File: src/rtl/i2s_tx_if.sv
// Sample stream into the I2S transmitter: din/din_vld come from the producer,
// and din_rdy goes back to it.
interface i2s_tx_if #(
  parameter int unsigned DATA_W = 16
);
  logic [DATA_W-1:0] din;
  logic              din_vld;
  logic              din_rdy;

  modport master (output din, output din_vld, input din_rdy);
  modport slave  (input din, input din_vld, output din_rdy);
endinterface

File: src/rtl/i2s_tx.sv
// I2S master transmitter: each accepted sample is sent in one mono-duplicated stereo frame.
// Defining I2S_TX_UNDERRUN_HOLD_EN makes an underrun frame repeat the previous sample instead of sending zeros.
module i2s_tx #(
  parameter int unsigned DATA_W  = 16,
  parameter int unsigned SLOT_W  = 16,
  parameter int unsigned CLK_DIV = 4
) (
  input  logic    clk,
  input  logic    rst,
  i2s_tx_if.slave src,
  output logic    sck,
  output logic    ws,
  output logic    sd,
  output logic    underrun
);
  localparam int unsigned FRAME = 2 * SLOT_W;
  localparam int unsigned P_W   = $clog2(FRAME);
  localparam int unsigned D_W   = $clog2(CLK_DIV);
  localparam logic [DATA_W-1:0] MSB = {1'b1, {(DATA_W-1){1'b0}}};

  logic [D_W-1:0]    div_cnt;
  logic [P_W-1:0]    p, p_nxt, k_nxt;
  logic              hold_full;
  logic [DATA_W-1:0] hold_data, shreg, fill, load_smp, cur_smp, sel;
  logic              tick, fall, load, accept, ws_nxt, bit_nxt;

`ifdef I2S_TX_UNDERRUN_HOLD_EN
  logic [DATA_W-1:0] last;

  always_ff @(posedge clk or posedge rst) begin
    if (rst) begin
      last <= '0;
    end else if (load) begin
      last <= load_smp;
    end
  end

  assign fill = last;
`else
  assign fill = '0;
`endif

  always_comb begin
    tick     = (div_cnt == D_W'(CLK_DIV - 1));
    fall     = tick & sck;
    load     = fall & (p == P_W'(FRAME - 1));
    accept   = src.din_vld & ~hold_full;
    p_nxt    = (p == P_W'(FRAME - 1)) ? '0 : p + 1'b1;
    k_nxt    = (p_nxt >= P_W'(SLOT_W)) ? p_nxt - P_W'(SLOT_W) : p_nxt;
    ws_nxt   = (p_nxt >= P_W'(SLOT_W - 1)) && (p_nxt <= P_W'(FRAME - 2));
    load_smp = hold_full ? hold_data : fill;
    cur_smp  = load ? load_smp : shreg;
    // Walking the MSB mask right selects bit k; for k >= DATA_W it is empty, which gives the zero pad bits.
    sel      = MSB >> k_nxt;
    bit_nxt  = |(cur_smp & sel);
  end

  always_ff @(posedge clk or posedge rst) begin
    if (rst) begin
      div_cnt   <= '0;
      sck       <= 1'b0;
      ws        <= 1'b0;
      sd        <= 1'b0;
      underrun  <= 1'b0;
      p         <= P_W'(FRAME - 1);
      shreg     <= '0;
      hold_full <= 1'b0;
      hold_data <= '0;
    end else begin
      div_cnt  <= tick ? '0 : div_cnt + 1'b1;
      if (tick) sck <= ~sck;
      underrun <= load & ~hold_full;
      if (fall) begin
        p  <= p_nxt;
        ws <= ws_nxt;
        sd <= bit_nxt;
      end
      if (load) shreg <= load_smp;
      // A frame load and a new accept in the same clk leave hold_full set.
      if (accept) begin
        hold_data <= src.din;
        hold_full <= 1'b1;
      end else if (load) begin
        hold_full <= 1'b0;
      end
    end
  end

  assign src.din_rdy = ~hold_full;
endmodule

File: src/flat_wrapper.sv
// flat-port wrapper written by rule: the top's interface ports become plain ports
module i2s_tx_flat 
#(
  parameter int unsigned DATA_W  = 16,
  parameter int unsigned SLOT_W  = 16,
  parameter int unsigned CLK_DIV = 4
)
  (clk, rst, sck, ws, sd, underrun, src_din, src_din_vld, src_din_rdy);
  i2s_tx_if #(.DATA_W(DATA_W)) src_i ();
  input  logic clk;
  input  logic rst;
  output logic sck;
  output logic ws;
  output logic sd;
  output logic underrun;
  input wire logic [$bits(src_i.din)-1:0] src_din;
  input wire logic [$bits(src_i.din_vld)-1:0] src_din_vld;
  output wire logic [$bits(src_i.din_rdy)-1:0] src_din_rdy;
  assign src_i.din = src_din;
  assign src_i.din_vld = src_din_vld;
  assign src_din_rdy = src_i.din_rdy;
  i2s_tx #(.DATA_W(DATA_W), .SLOT_W(SLOT_W), .CLK_DIV(CLK_DIV)) u_core (.clk(clk), .rst(rst), .src(src_i), .sck(sck), .ws(ws), .sd(sd), .underrun(underrun));
endmodule
File: config.mk
export PLATFORM = sky130hd
export DESIGN_NAME = i2s_tx_flat
export DESIGN_NICKNAME = d
export VERILOG_FILES = /design/src/rtl/i2s_tx_if.sv /design/src/rtl/i2s_tx.sv /design/src/flat_wrapper.sv
export SDC_FILE = /design/constraint.sdc
export NUM_CORES = 1
export LEC_CHECK = 0
export CORE_MARGIN = 2
export CORE_UTILIZATION = 45
export CTS_CLUSTER_DIAMETER = 120
export CTS_CLUSTER_SIZE = 12
export DETAILED_ROUTE_END_ITERATION = 10
export GPL_TIMING_DRIVEN = 0
export HOLD_SLACK_MARGIN = 0.12
export PLACE_DENSITY_LB_ADDON = 0.12
export RECOVER_POWER = 50
export SLEW_MARGIN = 20
export SYNTH_ARGS = -nofsm -noshare
export SYNTH_HDL_FRONTEND = slang
export SYNTH_SLANG_ARGS = --single-unit
File: constraint.sdc
create_clock -name clk -period 2.06 [get_ports clk]
set_input_delay 0.309 -clock clk [delete_from_list [all_inputs] [get_ports clk]]
set_output_delay 0.309 -clock clk [all_outputs]
set_load 0.005 [all_outputs]
==> qor.yml <==
gp_congestion: 0.8193
worstMarginPinSlew_ns: 0.8214
synth-simple-area-share: 0.1321
syn_area_per_cell_um2: 11.11
grt_pass1_wl_mm: 6.955
via_per_inst: 5.265
final-seq-area_um2: 1107
core.rowCount: 24
fin_setup_tns_ns: -0.09830
yosysMostFrequentCell: "dfrtp_1"
hold_class: "reg2reg"
grt_setup_unrepaired: "yes"
skew_ns: 0.003976
wl_mm: 3.805
maxCapViolations: 0
syn_nets: 205
fin_ws_ns: -0.09830
track_usage: 0.1776
critPathBufInv: 1
yosys.area.top_type: "dfrtp_1"
hold_violations: 0
tritoncts: "built"
synth_edf_count: 0
yosysUniqueCellTypes: 32
antenna_found_initial: 0
die_x_um: 70.49
min_period_ns: 2.158
crit_required_ns: 2.27
synth-main-ff-cell: "dfrtp_1"
max_stage_delay_ns: 0.56
ios: 24
slew-limit-headroom: 0.4518
cts_max_level: 2
reg2reg_depth: 9
crit_path_cell_trace: "ha_4 > and3_4 > ha_4 > and3_4 > buf_8 > mux2i_4 > a221oi_2 > a211o_1 > o211ai_1"
cts_hold_buf: 0
power.density_nw_per_um2: 763.2
drive_above_1_share: 0.2500
num_vias: 1411
grt_max_degree: 24
min_to: "u_core.div_cnt[0]"
max_freq_mhz: 463.3
clock_path_buffers: 2
route.detailed.drc: 0
synth_top_area_frac: 0.4906
whs_ns: 0.4355
p_leak_nw: 1.132
io_buffers: 23
cts.sink_count: 44
synth_area_um2: 1989
synthXorXnorAreaFrac: 0.01321
ys_seq_area_frac: 0.5566
insertion_delay_ns: 0.29
area_delta_synth_final_pct: 27.17
min_period_over_period: 1.048
synthTopCellsByCount: "39 x dfrtp_1, 35 x nand2_1, 19 x mux2_2, 18 x nand3_1, 10 x inv_1"
finish.net_count: 241
grt_pass1_vias: 1523
cp.arrival_ns: 2.37
violations: "setup timing"
clk_pin_slew_ns: 0.08
start_util: 0.4633
yosys.area_share.adder: 0.04403
synthCells: 179
post_drt_wl_per_cell_um: 14.20
worst_setup_path_end_kind: "flip-flop"
antennaDiodeCount: 0
multi_input_area_um2: 877.1
cts_made_buffers: 5
antenna_left: 0
slowest_stage: "dfstp_2"
synth-seq-cells: 44
cp_max_fo: 5
cts-root-buf: "clkbuf_8"
path_delay_family: "flip-flops"
coreArea_um2: 4294
dieArea_um2: 4969
timing.rr.end: "u_core.sd"
die_h_um: 70.49
regToRegStartpoint: "u_core.p[0]"
finalSetupViolCount: 1
drt_iter0_markers: 43
drt_pass1_iterations: 4
whs_path_depth: 1
status: "finished with violations"
synth.area.mux_share: 0.1277
dp_hpwl_mm: 2.799
r2r_setup_slack_ns: -0.1
fillCellCount: 363
synth_compound_area_frac: 0.08428
grt_remaining_overflow: 0
drv_slew: 0
start_kind: "flip-flop"
synth-async-reset-ratio: 1.000
netlist_top_cells_area: "dfrtp_1 49%, mux2_2 11%, dfstp_2 6.6%"
hp-start: "u_core.div_cnt[0]"
critical_path_class: "reg2reg"
ys_warn_count: 0
peakVddDrop_mv: 0.5707
synth_top_family_by_area: "simple AND/OR/NAND/NOR gates"
-- repair_timing --
item / in CTS / in global routing
endpoints found under the setup margin: 12 / 2
setup buffers: 4 / 1
gates resized for setup: 6 / 9
cloned: 1 / 0
pin swaps: 0 / 2
-- cell type report --
| cell class | instances | area share |
|---|---|---|
| flip-flops and latches | 44 | 0.4377 |
| multi-input cells | 117 | 0.3467 |
| repair buffers | 30 | 0.1098 |
| clock buffers | 5 | 0.02720 |
| well taps | 52 | 0.02572 |
| plain buffers | 7 | 0.02127 |
| clock inverters | 3 | 0.01682 |
| inverters | 10 | 0.01484 |
-- registers in the layout (all words and copies together), names as in the netlist --
name / flops
u_core.hold_data: 16
u_core.shreg: 16
u_core.p: 5
u_core.div_cnt: 2
u_core.hold_full: 1
u_core.sck: 1
u_core.sd: 1
u_core.underrun: 1
u_core.ws: 1
-- report_power, final --
group / leakage, nW / internal, W / switching, W
Combinational: 0.525 / 0.000142 / 0.0000879
Sequential: 0.553 / 0.000987 / 0.0000735
Clock: 0.0541 / 0.000358 / 0.000282
-- worst max-delay path by stage --
stage | start | end | depth (start not counted)
floorplan | u_core.p[0] | u_core.sd | 9
global placement | u_core.p[0] | u_core.sd | 8
detailed placement | u_core.p[0] | u_core.sd | 8
CTS | u_core.p[0] | u_core.sd | 9
global route | u_core.p[0] | u_core.sd | 9
finish | u_core.p[0] | u_core.sd | 9
-- layer usage --
metal | vias up | track usage | part of all wire
met5 | - | 0 | 0
met1 | 691 | 0.2328 | 0.47
met2 | 22 | 0.2851 | 0.49
met4 | 0 | 0.06197 | 0.011
li1 | 692 | - | -
met3 | 6 | 0.04618 | 0.032
-- cells in the final DEF, fill, tap and decap left out, types with 2 or more instances in the layout --
master	count
a22oi_1	2
a31oi_1	3
a21oi_1	4
clkdlybuf4s50_1	22
and3_4	2
nor2_1	6
clkbuf_8	5
clkbuf_4	2
ha_1	5
mux2_2	19
mux2i_4	3
nand3_1	17
buf_2	2
inv_1	10
xor2_1	2
ha_4	2
dfrtp_1	39
nand2_1	35
buf_4	5
clkbuf_1	2
dfstp_2	5
-- through the flow --
stage / instance area [um^2] / total power [W] / worst slack, ns / utilization / std cells
floorplan: 2023 / 0.001207 / -0.01726 / - / 179
global placement: 2318 / 0.001279 / -0.2089 / 0.5399 / 254
detailed placement: 2346 / 0.001306 / -0.2328 / 0.5463 / 255
CTS: 2510 / 0.001961 / -0.1106 / 0.5845 / 267
global route: 2530 / 0.002042 / -0.1711 / 0.5892 / 268
finish: 2530 / 0.001931 / -0.09830 / 0.5892 / 268
-- logic make-up after synthesis --
family                   Yosys count
multiplexers                      23
XOR/XNOR                           3
flip-flops                        44
adder cells (fa/ha/maj)            7
AO/OA/AOI/OAI                     22
AND/OR/NAND/NOR                   62
buffers and inverters             18
(Power assumes the default switching activity.)
==> variant 1: new RTL, config.mk and constraints unchanged <==
Add a define of `I2S_TX_UNDERRUN_HOLD_EN`.
--- a/src/rtl/i2s_tx.sv
+++ b/src/rtl/i2s_tx.sv
@@ -1,5 +1,7 @@
 // I2S master transmitter: each accepted sample is sent in one mono-duplicated stereo frame.
 // Defining I2S_TX_UNDERRUN_HOLD_EN makes an underrun frame repeat the previous sample instead of sending zeros.
+`define I2S_TX_UNDERRUN_HOLD_EN
+
 module i2s_tx #(
   parameter int unsigned DATA_W  = 16,
   parameter int unsigned SLOT_W  = 16,
Check against the original RTL: no difference found for any inputs over 10 cycles, from zero or initial values and one cycle with rst high; that may be too few to reach the edited logic, so the function may still have changed.
==> variant 1 against the unedited design <==
First-iteration DRC count rose by 37%. Synthesized cell count rose by 23%. Global-route usage fell by 0.43 points. Clock skew rose by 3.8 ps. Routed wire length rose by 32%. Via count rose by 27%. Register-to-register slack improved by 210 ps. Count of clock-buffer cells in the layout rose by 7. Design area rose by 33%. Setup slack improved by 170 ps. Synthesized area rose by 36%. Sequential cell count rose by 16. Total power rose by 43%. Critical path type is now reg -> out. Largest cell class unchanged.
==> variant 1: results (changes against the unedited design) <==
slowest library cell on the worst path clkdlybuf4s50_1 (was dfstp_2); initial DRC count 59 (was 43); reg2reg setup slack 110 ps (was -100 ps); class of the worst hold path in -> async (was reg -> reg); clock power share 38.6% (was 33.2%); RR Endpoint u_core.fill[2] (was u_core.sd); Fin Clk Skew 7.77 ps (was 3.98 ps); vias per cell 5.28 (was 5.26); Reg2Reg Depth 6 (was 9); status complete, no violations (was complete, but fails checks); met1 Use GR 23.5% (was 23.3%); Synth Area in XOR/XNOR 1.30% (was 1.32%); crit path DAT 1680 ps (was 2370 ps); Global Route met3 Usage 3.30% (was 4.62%); mux contribution to synthesized area 19.7% (was 12.8%); Fin. Hold Viols 0 (unchanged); DP Worst Slack -260 ps (was -233 ps); Peak VDD IR 0.505 mV (was 0.571 mV); total power 2.77 mW (was 1.93 mW); largest cells by area after synthesis dfrtp_1, mux2_2, mux2i_1 (was dfrtp_1, mux2_2, dfstp_2); Fill cells 495 (was 363); sequential power 1.39 mW (was 1.06 mW); internal power 2.11 mW (was 1.49 mW); Worst-Margin Slew 688 ps (was 821 ps); first-pass GRT wire length 8.47 mm (was 6.96 mm); largest net degree at the start of global routing 51 (was 24); slowest stage delay, CP 490 ps (was 560 ps); # nets final 284 (was 241); Seq/Total Area, Yosys 55.9% (was 55.7%); Synth Area in Compound Gates 10.4% (was 8.43%); syn nets 247 (was 205); all-layer global routing usage 17.3% (was 17.8%); TritonCTS Buffers 9 (was 5); total wire length 5.03 mm (was 3.81 mm); layout cells sized above 1 28.5% (was 25.0%); RR Startpoint u_core.div_cnt[0] (was u_core.p[0]); Cell variety after synth 37 (was 32); leak pwr 1.58 nW (was 1.13 nW); detailed placement HPWL 3.43 mm (was 2.80 mm); GR Util met2 26.5% (was 28.5%); GPL Wtd Cong 0.773 (was 0.819); CP delay by family, top buffers and inverters (was flip-flops); adder-cell share of the synthesized area 3.25% (was 4.40%); CP max FO 10 (was 5); Commonest cells post-synth dfrtp_1, mux2_2, nand2_1, o21ai_0, mux2i_1 (was dfrtp_1, nand2_1, mux2_2, nand3_1, inv_1); worst skew pair latency 330 ps (was 290 ps); vias in the first global route 1,786 (was 1,523); Buffers on Ports 23 (unchanged); CTS HTree Levels 3 (was 2)
variant 1: how the worst max path moves through the flow:
stage	from	end	slack, ps	depth (start not counted)
CTS	u_core.hold_full	src_din_rdy	4	4
finish	u_core.hold_full	src_din_rdy	70	4
floorplan	u_core.p[0]	u_core.fill[0]	20	7
global route	u_core.hold_full	src_din_rdy	1	4
global placement	rst	u_core.hold_data[3]	-840	2
detailed placement	u_core.p[0]	u_core.sd	-260	7
variant 1: repair_timing:
action	in CTS	in global routing
setup endpoints to repair	35	12
resized for setup	9	10
setup buffers	2	0
pin swaps	0	2
variant 1: metrics by stage:
step                setup TNS, ps  instances  utilization, %  cell area [sq um]  hold WS (ps)
detailed placement          -5100        320            52.2               3060           424
global placement           -52120        319            51.7               3030           414
finish                          0        338            57.3               3350           413
global route                    0        338            57.3               3350           442
floorplan                       0        221               -               2700           403
CTS                             0        338            56.7               3320           218
variant 1: worst register-to-register path, stage by stage, from the launching register on:
cell,delay (ps)
dfrtp_1,390
ha_1,290
nand2_2,210
clkinvlp_4,230
nand3_4,190
buf_6,180
mux2_2,350
variant 1: area by class of cell:
| type | instances | area [sq um] | share of cell area (%) |
|---|---|---|---|
| plain buffers | 9 | 65.1 | 1.94 |
| inverters | 7 | 31.3 | 0.932 |
| multi-input cells | 145 | 1200 | 35.8 |
| clock inverters | 4 | 47.5 | 1.42 |
| repair buffers | 26 | 253 | 7.53 |
| flip-flops and latches | 60 | 1510 | 44.9 |
| well taps | 75 | 93.8 | 2.80 |
| clock buffers | 12 | 155 | 4.63 |
variant 1: routing by layer:
metal | wire [um] | up-vias
li1 | - | 861
met1 | 2420 | 888
met2 | 2410 | 31
met3 | 140 | 6
met4 | 69 | 0
met5 | 0 | -
==> variant 2: new RTL, same flow settings <==
Without the edit above. Register the output `underrun` once more, cleared by the reset; this adds one clock of latency there. The other outputs are not delayed to match.
--- a/src/rtl/i2s_tx.sv
+++ b/src/rtl/i2s_tx.sv
@@ -17,6 +17,8 @@
   localparam int unsigned P_W   = $clog2(FRAME);
   localparam int unsigned D_W   = $clog2(CLK_DIV);
   localparam logic [DATA_W-1:0] MSB = {1'b1, {(DATA_W-1){1'b0}}};
+
+  logic underrun_s0;
 
   logic [D_W-1:0]    div_cnt;
   logic [P_W-1:0]    p, p_nxt, k_nxt;
@@ -61,7 +63,7 @@
       sck       <= 1'b0;
       ws        <= 1'b0;
       sd        <= 1'b0;
-      underrun  <= 1'b0;
+      underrun_s0 <= 1'b0;
       p         <= P_W'(FRAME - 1);
       shreg     <= '0;
       hold_full <= 1'b0;
@@ -69,7 +71,7 @@
     end else begin
       div_cnt  <= tick ? '0 : div_cnt + 1'b1;
       if (tick) sck <= ~sck;
-      underrun <= load & ~hold_full;
+      underrun_s0 <= load & ~hold_full;
       if (fall) begin
         p  <= p_nxt;
         ws <= ws_nxt;
@@ -87,5 +89,13 @@
   end
 
   assign src.din_rdy = ~hold_full;
+  always_ff @(posedge clk or posedge rst) begin
+    if (rst) begin
+      underrun <= '0;
+    end else begin
+      underrun <= underrun_s0;
+    end
+  end
+
 endmodule
 
Formal check against the unedited RTL: not equivalent (Yosys sat finds a counterexample within 10 cycles, from zero or initial values and one cycle with rst high).
==> variant 2 against the unedited design <==
The run still ends with negative setup slack left. Maximum frequency up 0.92%. Sequential cell count increased by 1. Total power fell by 5.3%. Global-route usage fell by 0.67 points. Setup slack improved by 20 ps. Design area grew 0.74%. Synthesized area increased by 1.3%. Routed wire length is 0.39% higher. Critical endpoint unchanged. Largest cell class unchanged. Largest power group unchanged.
==> variant 2: results (changes against the unedited design) <==
Peak VDD IR 0.614 mV (was 0.571 mV); layout cells sized above 1 25.6% (was 25.0%); initial DRC count 88 (was 43); DP Area 0.00236 sq mm (was 0.00235 sq mm); # nets final 245 (was 241); number of antenna violations at the first check in global routing 0 (unchanged); CTS HTree Levels 2 (unchanged); failing checks negative setup slack (unchanged); leak pwr 1.15 nW (was 1.13 nW); all-layer global routing usage 17.1% (was 17.8%); Fin Clk Skew 9.44 ps (was 3.98 ps); YS warnings 0 (unchanged); Ant. Diodes 0 (unchanged); placed cell count 256 (was 255); vias per cell 5.34 (was 5.26); vias in the first global route 1,465 (was 1,523); slack of the critical path -78.7 ps (was -98.3 ps); root buffer cell clkbuf_8 (unchanged); Commonest cells post-synth dfrtp_1, nand2_1, mux2_2, nand3_1, inv_1 (unchanged); Seq/Total Area, Yosys 56.2% (was 55.7%); Cell variety after synth 32 (unchanged); crit path DAT 2350 ps (was 2370 ps); setup violators final 1 (unchanged); First-pass DRT Iterations 4 (unchanged); largest cells by area after synthesis dfrtp_1, mux2_2, dfstp_2 (unchanged); largest net degree at the start of global routing 32 (was 24); detailed placement HPWL 2.79 mm (was 2.80 mm); wire length per cell 14.1 um (was 14.2 um); largest registers u_core.hold_data (16), u_core.shreg (16), u_core.p (5) (unchanged); GPL Wtd Cong 0.806 (was 0.819); first-pass GRT wire length 6.78 mm (was 6.96 mm); status complete, but fails checks (unchanged); syn nets 206 (was 205); CP max FO 5 (unchanged); Startpoint Class register (unchanged); CTS max path bufs 2 (unchanged); Post-Syn Area per Cell 11.2 sq um (was 11.1 sq um); Worst-Margin Slew 732 ps (was 821 ps); Via Count 1,448 (was 1,411)
variant 2: stage by stage:
stage | setup TNS, ps | setup slack, ps
2_1_floorplan | -17.3 | -17.3
3_3_place_gp | -5300 | -202
3_5_place_dp | -815 | -254
4_1_cts | -84.2 | -84.2
5_1_grt | -150 | -150
6_report | -78.7 | -78.7
variant 2: final timing paths:
path	startpoint	endpoint	depth (start not counted)	slack [ps]
max	u_core.p[1]	u_core.sd	9	-80
min	u_core.underrun_s0	u_core.underrun	0	360
max reg2reg	u_core.p[1]	u_core.sd	9	-80
min reg2reg	u_core.underrun_s0	u_core.underrun	0	360
max in group asynchronous	rst	u_core.shreg[5]	3	460
min in group asynchronous	rst	u_core.shreg[15]	2	490
variant 2: kinds of logic (layout without fill, tap and decap cells):
group,count (synthesis),count (layout),synth area share (%)
AOI/OAI and AO/OA,22,22,8.32
xor gates and xnor gates,3,3,1.30
adders and majority gates,7,7,4.35
buffers and inverters,18,57,4.16
DFF,45,45,56.2
muxes,23,23,12.6
and+or+nand+nor,62,62,13.0
variant 2: power by group:
group          switching [mW]  internal, mW
clock                   0.283         0.235
sequential             0.0727          1.01
combinational          0.0871         0.143
total                   0.443          1.38
variant 2: timing repair:
action	CTS	global route
pin swaps	7	4
cloned	1	0
gates resized for setup	10	8
buffers inserted	5	2
setup endpoints to repair	12	12
endpoints found under the hold margin	0	0
variant 2: worst max-delay path, stage by stage, from the launching register on:
cell	delay [ps]
dfstp_2	570
ha_4	130
and3_4	180
ha_4	140
and3_4	190
buf_8	140
mux2i_4	240
a21oi_2	70
a211o_1	310
o211ai_1	90
variant 2: area by class of cell:
type / instances / area, sq um
Buffer: 8 / 58.8
Clock buffer: 6 / 72.6
Clock inverter: 1 / 8.76
Fill cell: 375 / 1780
Inverter: 10 / 37.5
Multi-Input combinational cell: 117 / 881
Sequential cell: 45 / 1130
Tap cell: 52 / 65.1
Timing Repair Buffer: 32 / 293
variant 2: metal layers:
metal  part of all wire [%]  GRT usage, %  vias up
li1                       -             -      701
met2                     50          28.5       27
met3                    3.8          4.70        6
met4                    1.4          5.45        0
met5                      0             0        -
met1                     44          21.8      714
